==> src/rtl/ps2_pkg.sv <==
// Shared types and constants for the PS/2 keyboard receive path.
// Holds the frame state enum, scancode prefixes, device responses and ps2_key field indices.
package ps2_pkg;

    typedef enum logic [1:0] {
        IDLE,
        DATA,
        PARITY,
        STOP
    } ps2_state_e;

    localparam logic [7:0] SC_EXT    = 8'hE0;
    localparam logic [7:0] SC_REL    = 8'hF0;
    localparam logic [7:0] SC_PAUSE  = 8'hE1;
    localparam logic [7:0] SC_ACK    = 8'hFA;
    localparam logic [7:0] SC_BAT    = 8'hAA;
    localparam logic [7:0] SC_ECHO   = 8'hEE;
    localparam logic [7:0] SC_RESEND = 8'hFE;

    // Bytes following E1 that belong to the pause-key sequence
    localparam logic [2:0] PAUSE_SKIP = 3'd7;

    localparam int KEY_TOGGLE  = 10;
    localparam int KEY_PRESSED = 9;
    localparam int KEY_EXT     = 8;

endpackage

==> src/rtl/ps2_line_filter.sv <==
// Two-flop synchroniser plus stability filter for a PS/2 line.
// Emits a one-cycle strobe when the filtered level falls from 1 to 0.
module ps2_line_filter #(
    parameter int FILTER_LEN = 8
) (
    input  logic clk_sys,
    input  logic reset_n,
    input  logic line_in,
    output logic fall_strobe
);

    localparam int CW = $clog2(FILTER_LEN + 1);

    logic [1:0]    sync;
    logic          filt;
    logic [CW-1:0] cnt;

    always_ff @(posedge clk_sys) begin
        if (!reset_n) begin
            sync        <= 2'b11;
            filt        <= 1'b1;
            cnt         <= '0;
            fall_strobe <= 1'b0;
        end else begin
            sync        <= {sync[0], line_in};
            fall_strobe <= 1'b0;
            if (sync[1] == filt) begin
                cnt <= '0;
            end else if (cnt == CW'(FILTER_LEN - 1)) begin
                // FILTER_LEN consecutive differing samples: accept; old level 1 means a fall
                cnt         <= '0;
                filt        <= sync[1];
                fall_strobe <= filt;
            end else begin
                cnt <= cnt + 1'b1;
            end
        end
    end

endmodule

==> src/rtl/ps2_key_decoder.sv <==
// PS/2 keyboard receiver: frame FSM, mid-frame timeout and E0/F0/E1 prefix handling.
// Publishes each key event on ps2_key as {toggle, pressed, extended, scancode}.
module ps2_key_decoder
    import ps2_pkg::*;
#(
    parameter int FILTER_LEN  = 8,
    parameter int TIMEOUT_CYC = 48000
) (
    input  logic        clk_sys,
    input  logic        reset_n,
    input  logic        ps2_clk,
    input  logic        ps2_data,
    output logic [10:0] ps2_key,
    output logic        parity_err,
    output logic        frame_err
);

    localparam int TW = $clog2(TIMEOUT_CYC + 1);

    logic       bit_stb;
    logic [1:0] data_sync;
    logic       bit_val;

    ps2_line_filter #(
        .FILTER_LEN(FILTER_LEN)
    ) u_clk_filter (
        .clk_sys    (clk_sys),
        .reset_n    (reset_n),
        .line_in    (ps2_clk),
        .fall_strobe(bit_stb)
    );

    always_ff @(posedge clk_sys) begin
        if (!reset_n) data_sync <= 2'b11;
        else          data_sync <= {data_sync[0], ps2_data};
    end

    assign bit_val = data_sync[1];

    ps2_state_e    state, state_n;
    logic [2:0]    bit_cnt, bit_cnt_n;
    logic [7:0]    shreg, shreg_n;
    logic          par_bit, par_bit_n;
    logic [TW-1:0] tcnt, tcnt_n;
    logic          frame_err_n, parity_err_n;
    logic          byte_vld, byte_vld_n;
    logic          tout, tout_n;

    always_ff @(posedge clk_sys) begin
        if (!reset_n) begin
            state      <= IDLE;
            bit_cnt    <= '0;
            shreg      <= '0;
            par_bit    <= 1'b0;
            tcnt       <= '0;
            frame_err  <= 1'b0;
            parity_err <= 1'b0;
            byte_vld   <= 1'b0;
            tout       <= 1'b0;
        end else begin
            state      <= state_n;
            bit_cnt    <= bit_cnt_n;
            shreg      <= shreg_n;
            par_bit    <= par_bit_n;
            tcnt       <= tcnt_n;
            frame_err  <= frame_err_n;
            parity_err <= parity_err_n;
            byte_vld   <= byte_vld_n;
            tout       <= tout_n;
        end
    end

    always_comb begin
        state_n      = state;
        bit_cnt_n    = bit_cnt;
        shreg_n      = shreg;
        par_bit_n    = par_bit;
        tcnt_n       = tcnt;
        frame_err_n  = 1'b0;
        parity_err_n = 1'b0;
        byte_vld_n   = 1'b0;
        tout_n       = 1'b0;

        // Abort on the edge where the idle count would reach TIMEOUT_CYC
        if (state == IDLE || bit_stb) begin
            tcnt_n = '0;
        end else if (tcnt == TW'(TIMEOUT_CYC - 1)) begin
            tcnt_n      = '0;
            state_n     = IDLE;
            frame_err_n = 1'b1;
            tout_n      = 1'b1;
        end else begin
            tcnt_n = tcnt + 1'b1;
        end

        if (bit_stb) begin
            unique case (state)
                IDLE: begin
                    if (!bit_val) begin
                        state_n   = DATA;
                        bit_cnt_n = '0;
                    end else begin
                        frame_err_n = 1'b1;
                    end
                end
                DATA: begin
                    shreg_n   = {bit_val, shreg[7:1]};
                    bit_cnt_n = bit_cnt + 3'd1;
                    if (bit_cnt == 3'd7) state_n = PARITY;
                end
                PARITY: begin
                    par_bit_n = bit_val;
                    state_n   = STOP;
                end
                STOP: begin
                    if (!bit_val)                    frame_err_n  = 1'b1;
                    else if (^{shreg, par_bit} == 1'b0) parity_err_n = 1'b1;
                    else                             byte_vld_n   = 1'b1;
                    state_n = IDLE;
                end
                default: state_n = IDLE;
            endcase
        end
    end

    logic [2:0] skip_cnt;
    logic       ext, rel;

    // shreg is stable here: the next strobe is many cycles away
    always_ff @(posedge clk_sys) begin
        if (!reset_n) begin
            ps2_key  <= '0;
            skip_cnt <= '0;
            ext      <= 1'b0;
            rel      <= 1'b0;
        end else if (tout) begin
            skip_cnt <= '0;
            ext      <= 1'b0;
            rel      <= 1'b0;
        end else if (frame_err || parity_err) begin
            ext <= 1'b0;
            rel <= 1'b0;
        end else if (byte_vld) begin
            if (skip_cnt != 3'd0) begin
                skip_cnt <= skip_cnt - 3'd1;
            end else begin
                case (shreg)
                    SC_PAUSE: skip_cnt <= PAUSE_SKIP;
                    SC_EXT:   ext      <= 1'b1;
                    SC_REL:   rel      <= 1'b1;
                    SC_ACK, SC_BAT, SC_ECHO, SC_RESEND, 8'h00, 8'hFF: begin
                        ext <= 1'b0;
                        rel <= 1'b0;
                    end
                    default: begin
                        ps2_key <= {~ps2_key[KEY_TOGGLE], ~rel, ext, shreg};
                        ext     <= 1'b0;
                        rel     <= 1'b0;
                    end
                endcase
            end
        end
    end

endmodule

==> config.mk <==
export PLATFORM = sky130hd
export DESIGN_NAME = ps2_key_decoder
export DESIGN_NICKNAME = d
export VERILOG_FILES = /design/src/rtl/ps2_pkg.sv /design/src/rtl/ps2_line_filter.sv /design/src/rtl/ps2_key_decoder.sv
export SDC_FILE = /design/constraint.sdc
export NUM_CORES = 1
export LEC_CHECK = 0
export ABC_AREA = 1
export CAP_MARGIN = 20
export CORE_ASPECT_RATIO = 0.9
export CORE_UTILIZATION = 42
export DETAILED_ROUTE_END_ITERATION = 7
export GPL_TIMING_DRIVEN = 0
export PLACE_DENSITY = 0.68
export SETUP_SLACK_MARGIN = 0.4
export SLEW_MARGIN = 20
export SYNTH_ARGS = -nofsm -noshare
export SYNTH_HDL_FRONTEND = slang
export SYNTH_SLANG_ARGS = --single-unit
export TNS_END_PERCENT = 1
==> constraint.sdc <==
create_clock -name clk_sys -period 1.8 [get_ports clk_sys]
set_input_delay 0.18 -clock clk_sys [delete_from_list [all_inputs] [get_ports clk_sys]]
set_output_delay 0.18 -clock clk_sys [all_outputs]
set_load 0.01 [all_outputs]
==> impl_metrics.py, run 1 <==
metrics = {
    "cells_and_area": {
        "area_growth_pct": 27.12,
        "nets": 418,
        "nFillCells": 577,
        "n_antenna_cell": 0,
        "layout-drive-gt1-share": 0.2103,
        "final-instance-count-excl-fill": 496,
        "final_util": 0.5606,
    },
    "drt": {
        "ant_nets": 0,
        "via_per_inst": 4.651,
        "vias": 2307,
        "detail_route.wl_per_cell_um": 10.46,
        "drc": 0,
        "wirelength_um": 5188,
        "drt_first_pass_iters": 4,
        "first_iter_violations": 61,
    },
    "yosys": {
        "synthDistinctLibCells": 36,
        "syn_nets": 381,
        "syn_inst": 367,
        "synth.ff_latch_count": 60,
        "ys_warn_count": 0,
        "ys_seq_area_frac": 0.4406,
        "syn_area_sq_um": 2726,
        "yosysTopAreaCellShare": 0.4406,
        "synthArstFlopShare": 0,
        "synth_common_cells": "nor2_1 (66), dfxtp_1 (60), nand2_1 (53)",
        "synth.most_common_cell": "nor2_1",
        "synth_edf_count": 0,
        "avgSynthCellArea_sq_um": 7.429,
        "ys_top_cells_by_area": "dfxtp_1 (44%), nor2_1 (9.1%), nand2_1 (7.3%), inv_1 (6.3%), o21ai_0 (5.3%)",
        "synth-main-ff-cell": "dfxtp_1",
        "yosysTopAreaCell": "dfxtp_1",
    },
    "power": {
        "power_frac_comb": 0.015,
        "p_leak_nw": 1.394,
        "pwr_density_cell_nw_per_um2": 772.6,
        "seq_power_share": 0.496,
        "vdd_ir_drop_max_v": 0.0004160,
        "pwr-share-clk": 0.489,
        "switching_share": 0.1969,
        "p_sw_uw": 527.3,
        "intPower_mw": 2.150,
    },
    "sta": {
        "holdWs_ns": 0.1734,
        "grt_setup_unrepaired": "yes",
        "fin_ws_ns": 0.2990,
        "drv_slew": 0,
        "finalClockSkew_ns": 0.008442,
        "finalCriticalPeriod_ns": 1.501,
        "finalSetupViolations": 0,
        "fmax_mhz": 666.2,
        "max_slew.worst_pin.slew_ns": 0.4037,
        "hold_viol_final": 0,
        "min_period_over_period": 0.8339,
        "finalSetupTns_ns": 0,
        "max_slew_margin": 0.7309,
    },
    "global_routing": {
        "grt_max_degree": 11,
        "antenna_found_initial": 0,
        "grt_pass1_vias": 2078,
        "grt_pass1_wl_um": 8894,
        "overflow": 0,
        "grt_usage": 0.1659,
    },
    "worst_setup_path": {
        "crit_path_top_delay_cell": "dfxtp_4",
        "cp.arrival_ns": 1.73,
        "worst_setup_path_start_kind": "flip-flop",
        "r2r_cells": 10,
        "critPathMaxFanout": 5,
        "cp_cell_sequence": "nand2_4 > nor3_4 > nand3_2 > nand2_2 > nor2_4 > nand2_4 > inv_4 > clkbuf_16 > nor2_1 > nor2_1",
        "worstSetupEndpointType": "flip-flop",
        "criticalPathCategory": "flip-flop to flip-flop",
        "required_ns": 2.02,
        "cpPeakStageDelay_ns": 0.38,
    },
    "min_path": {
        "hold_path.class": "input pin to flip-flop",
        "whs_path_depth": 3,
    },
    "clocking": {
        "numCtsBuffers": 9,
        "cts_tree": "done",
        "postCtsHoldBufs": 0,
        "cts.clk_slew.worst_paths_ns": 0.07,
        "root_buffer": "clkbuf_8",
        "cts_sinks": 60,
        "clk_latency_ns": 0.33,
        "htreeDepth": 3,
        "clock_path_buffers": 2,
    },
    "placed_design": {
        "routabilityCongestion": 0.8457,
        "dpl.cell_count": 469,
        "port_buffers": 15,
        "pre_cts_ws_ns": 0.1646,
        "dp_hpwl_um": 3528,
    },
    "die": {
        "fp-row-count": 27,
        "die_area_sq_um": 6818,
        "start_util": 0.4410,
        "dieHeight_um": 78.44,
        "coreArea_sq_um": 6182,
        "die_x_um": 86.93,
        "pin_count": 17,
    },
    "run_status": {
        "status": "finished clean",
    },
    "job": {
        "max-cap-violations": 0,
    },
}
placed cells by master, fill, tap and decap left out, types with 8 or more instances in the layout:
cell type	netlist	layout
nand3_1	17	16
nor2_1	66	57
clkbuf_8	0	10
dfxtp_1	60	47
o21ai_0	29	27
dfxtp_2	0	8
clkdlybuf4s50_1	0	15
nand2_1	53	52
a21oi_1	24	23
buf_4	0	10
inv_1	46	43
ha_1	10	8
logic make-up (layout without fill, tap and decap cells):
logic type,after synthesis,in the layout,synth area share
xor+xnor,10,10,0.03212
buf+inv,60,101,0.08673
fa+ha+maj,10,10,0.04589
flops,60,60,0.4406
compound gates,61,61,0.1184
simple gates,166,167,0.2763
cell type report:
type                    count  area (sq um)  share of cell area
well taps                  87         108.9             0.03141
repair buffers             25         242.7             0.07004
clock inverters             5         75.07             0.02166
clock buffers              11         141.4             0.04079
plain buffers               8         51.30             0.01480
multi-input cells         248          1416              0.4087
inverters                  52         200.2             0.05776
flip-flops and latches     60          1230              0.3549
registers in the layout, summed over array words and instances, names as in the netlist:
signal,flops
u_clk_filter.filt,1
skip_cnt,3
tout,1
state,2
u_clk_filter.sync,2
par_bit,1
byte_vld,1
frame_err,1
data_sync,2
ext,1
shreg,8
u_clk_filter.fall_strobe,1
ps2_key,11
rel,1
tcnt,16
parity_err,1
bit_cnt,3
u_clk_filter.cnt,4
power by group through the flow:
| stage | registers, mW | logic [mW] | clock network, mW |
|---|---|---|---|
| finish | 1.33 | 0.0398 | 1.31 |
| global route | 1.33 | 0.0463 | 1.40 |
| CTS | 1.33 | 0.0396 | 1.35 |
| detailed placement | 1.36 | 0.0392 | 0 |
| global placement | 1.36 | 0.0392 | 0 |
| floorplan | 1.36 | 0.0276 | 0 |
worst paths after layout:
path         slack (ns)         start                  endpoint
max                0.30      shreg[5]                ps2_key[2]
min                0.17       reset_n  u_clk_filter.fall_strobe
max reg2reg        0.30      shreg[5]                ps2_key[2]
min reg2reg        0.41  data_sync[0]              data_sync[1]
critical path: cells and delay by family (launching register included):
family | cells | cell delay (ns)
flops | 1 | 0.38
simple gates | 8 | 0.81
buf+inv | 2 | 0.21
per-layer routing:
metal | part of all wire | track usage
met1 | 0.49 | 0.1983
met2 | 0.48 | 0.2795
met3 | 0.030 | 0.05047
met4 | 0.0046 | 0.06000
met5 | 0 | 0
through the flow:
stage / area [sq um] / power (mW)
after global routing: 3466 / 2.777
after floorplan: 2753 / 1.392
after detailed placement: 3012 / 1.404
after CTS: 3346 / 2.721
after global placement: 3012 / 1.404
final: 3466 / 2.678
repair_timing:
item / 4_1_cts / 5_1_grt
gates resized for setup: 28 / 21
cloned: 1 / 1
setup endpoints to repair: 48 / 62
buffers inserted: 5 / 4
pin swaps: 6 / 9
No activity file was read; power rests on OpenSTA's default activity.
==> inputs of run 2 (changes only) <==
==> constraint.sdc (replaced) <==
create_clock -name clk_sys -period 1.5 [get_ports clk_sys]
set_input_delay 0.15 -clock clk_sys [delete_from_list [all_inputs] [get_ports clk_sys]]
set_output_delay 0.15 -clock clk_sys [all_outputs]
set_load 0.01 [all_outputs]
==> run 2 against run 1 <==
  * Sequential share of layout area down 2.0 points
  * Cell area up 6.9%
  * Largest cell class unchanged
  * The run now ends with setup timing left
  * Worst hold slack worse by 0.0031 ns
==> impl_metrics.py, run 2 (synthesized netlist as in run 1, its figures left out) <==
metrics = {
    "die": {
        "start_util": 0.4410,
        "coreArea_sq_um": 6182,
        "die_area_sq_um": 6818,
        "dieHeight_um": 78.44,
        "fp-row-count": 27,
        "die_x_um": 86.93,
        "pin_count": 17,
    },
    "drt": {
        "first_iter_violations": 165,
        "wirelength_um": 5812,
        "drc": 0,
        "detail_route.wl_per_cell_um": 11.65,
        "vias": 2386,
        "drt_first_pass_iters": 4,
        "via_per_inst": 4.782,
        "ant_nets": 0,
    },
    "clocking": {
        "cts.clk_slew.worst_paths_ns": 0.06,
        "cts_sinks": 60,
        "clk_latency_ns": 0.34,
        "clock_path_buffers": 2,
        "cts_tree": "done",
        "postCtsHoldBufs": 0,
        "htreeDepth": 3,
        "numCtsBuffers": 9,
        "root_buffer": "clkbuf_8",
    },
    "cells_and_area": {
        "n_antenna_cell": 0,
        "layout-drive-gt1-share": 0.2937,
        "top_regs": "tcnt x16, ps2_key x11, shreg x8",
        "final_cell_mix": "nand2_1 (49), nor2_1 (45), dfxtp_1 (41), inv_1 (38), a21oi_1 (22)",
        "largest_reg_flops": 16,
        "area_growth_pct": 35.84,
        "final_common_cell": "nand2_1",
        "top_register": "tcnt",
        "nets": 421,
    },
    "sta": {
        "fmax_mhz": 642.6,
        "drv_slew": 0,
        "holdWs_ns": 0.1703,
        "fin_ws_ns": -0.05615,
        "finalSetupViolations": 11,
        "finalClockSkew_ns": 0.008076,
        "max_slew_margin": 0.7478,
        "hold_viol_final": 0,
        "max_slew.worst_pin.slew_ns": 0.3782,
        "min_period_over_period": 1.037,
        "finalCriticalPeriod_ns": 1.556,
        "finalSetupTns_ns": -0.2401,
        "grt_setup_unrepaired": "yes",
    },
    "run_status": {
        "violations": "setup timing",
        "status": "finished, violations left",
    },
    "global_routing": {
        "antenna_found_initial": 0,
        "grt_use_met2": 0.2646,
        "grt_pass1_wl_um": 9135,
        "met1_usage": 0.2181,
        "gr-usage-met3": 0.07466,
        "grt_max_degree": 11,
        "top_usage_layer": "met2",
        "overflow": 0,
        "grt_usage": 0.1754,
        "grt_pass1_vias": 2105,
    },
    "power": {
        "vdd_ir_drop_max_v": 0.0005504,
        "p_leak_nw": 1.667,
        "pwr_density_cell_nw_per_um2": 932.5,
        "p_total_mw": 3.453,
    },
    "placed_design": {
        "routabilityCongestion": 0.8814,
        "pre_cts_ws_ns": -0.1168,
        "port_buffers": 15,
        "dp_hpwl_um": 3624,
    },
    "worst_setup_path": {
        "worstSetupEndpointType": "flip-flop",
        "r2r_slack_ns": -0.06,
        "worst_setup_path_start_kind": "flip-flop",
        "required_ns": 1.73,
        "cp_cell_sequence": "buf_4 > nor3_4 > nand3_4 > nand2_2 > nor2_4 > nand2_4 > inv_4 > clkbuf_16 > nor2_4 > nor2_1",
        "critPathMaxFanout": 9,
        "cp.arrival_ns": 1.79,
        "path_buf_inv": 3,
        "cpPeakStageDelay_ns": 0.31,
        "crit_path_top_delay_cell": "dfxtp_1",
        "cp_common_cell": "nor2_4",
        "crit_family": "simple AND/OR/NAND/NOR gates",
        "criticalPathCategory": "flip-flop to flip-flop",
    },
    "job": {
        "max-cap-violations": 0,
    },
    "min_path": {
        "hold_path.class": "input pin to flip-flop",
    },
}
## run 2: path summary, 6_finish.rpt
path | start | end | cells past startpoint
worst max-delay path | shreg[4] | ps2_key[2] | 10
worst min-delay path | reset_n | u_clk_filter.fall_strobe | 3
worst max register to register | shreg[4] | ps2_key[2] | 10
worst min register to register | data_sync[0] | data_sync[1] | 1
## run 2: final cells by class
cell class	instances	area, sq um
multi-input cells	248	1545
well taps	87	108.9
fillers	537	2479
clock inverters	4	95.09
plain buffers	8	55.05
inverters	52	205.2
flip-flops and latches	60	1240
clock buffers	12	155.1
repair buffers	28	299.0
## run 2: what timing repair did
item | CTS | global route
setup buffers | 10 | 2
hold endpoints to repair | 0 | 0
gates resized for setup | 21 | 83
setup endpoints to repair | 64 | 68
pin swaps | 5 | 17
cloned | 1 | 1
## run 2: worst register-to-register path, cell delays in order (launching register included)
cell	delay, ns
dfxtp_1	0.31
buf_4	0.17
nor3_4	0.23
nand3_4	0.13
nand2_2	0.11
nor2_4	0.06
nand2_4	0.10
inv_4	0.06
clkbuf_16	0.16
nor2_4	0.08
nor2_1	0.05
## run 2: routing by layer
layer,share of wire,up-vias
met5,0,-
met4,0.016,0
met3,0.047,9
met2,0.46,41
met1,0.48,1088
li1,-,1248
## run 2: metrics by stage
stage	cell area, sq um	utilization	std cells
after floorplan	2796	-	367
after global placement	3055	0.4942	469
after detailed placement	3055	0.4942	469
after CTS	3431	0.5549	496
after global routing	3704	0.5991	499
final	3704	0.5991	499
## run 2: power by group
group / total (mW) / internal (mW) / switching [mW]
clock network: 1.81 / 1.19 / 0.620
logic: 0.0496 / 0.0188 / 0.0308
registers: 1.59 / 1.59 / 0.00387
total: 3.45 / 2.80 / 0.655
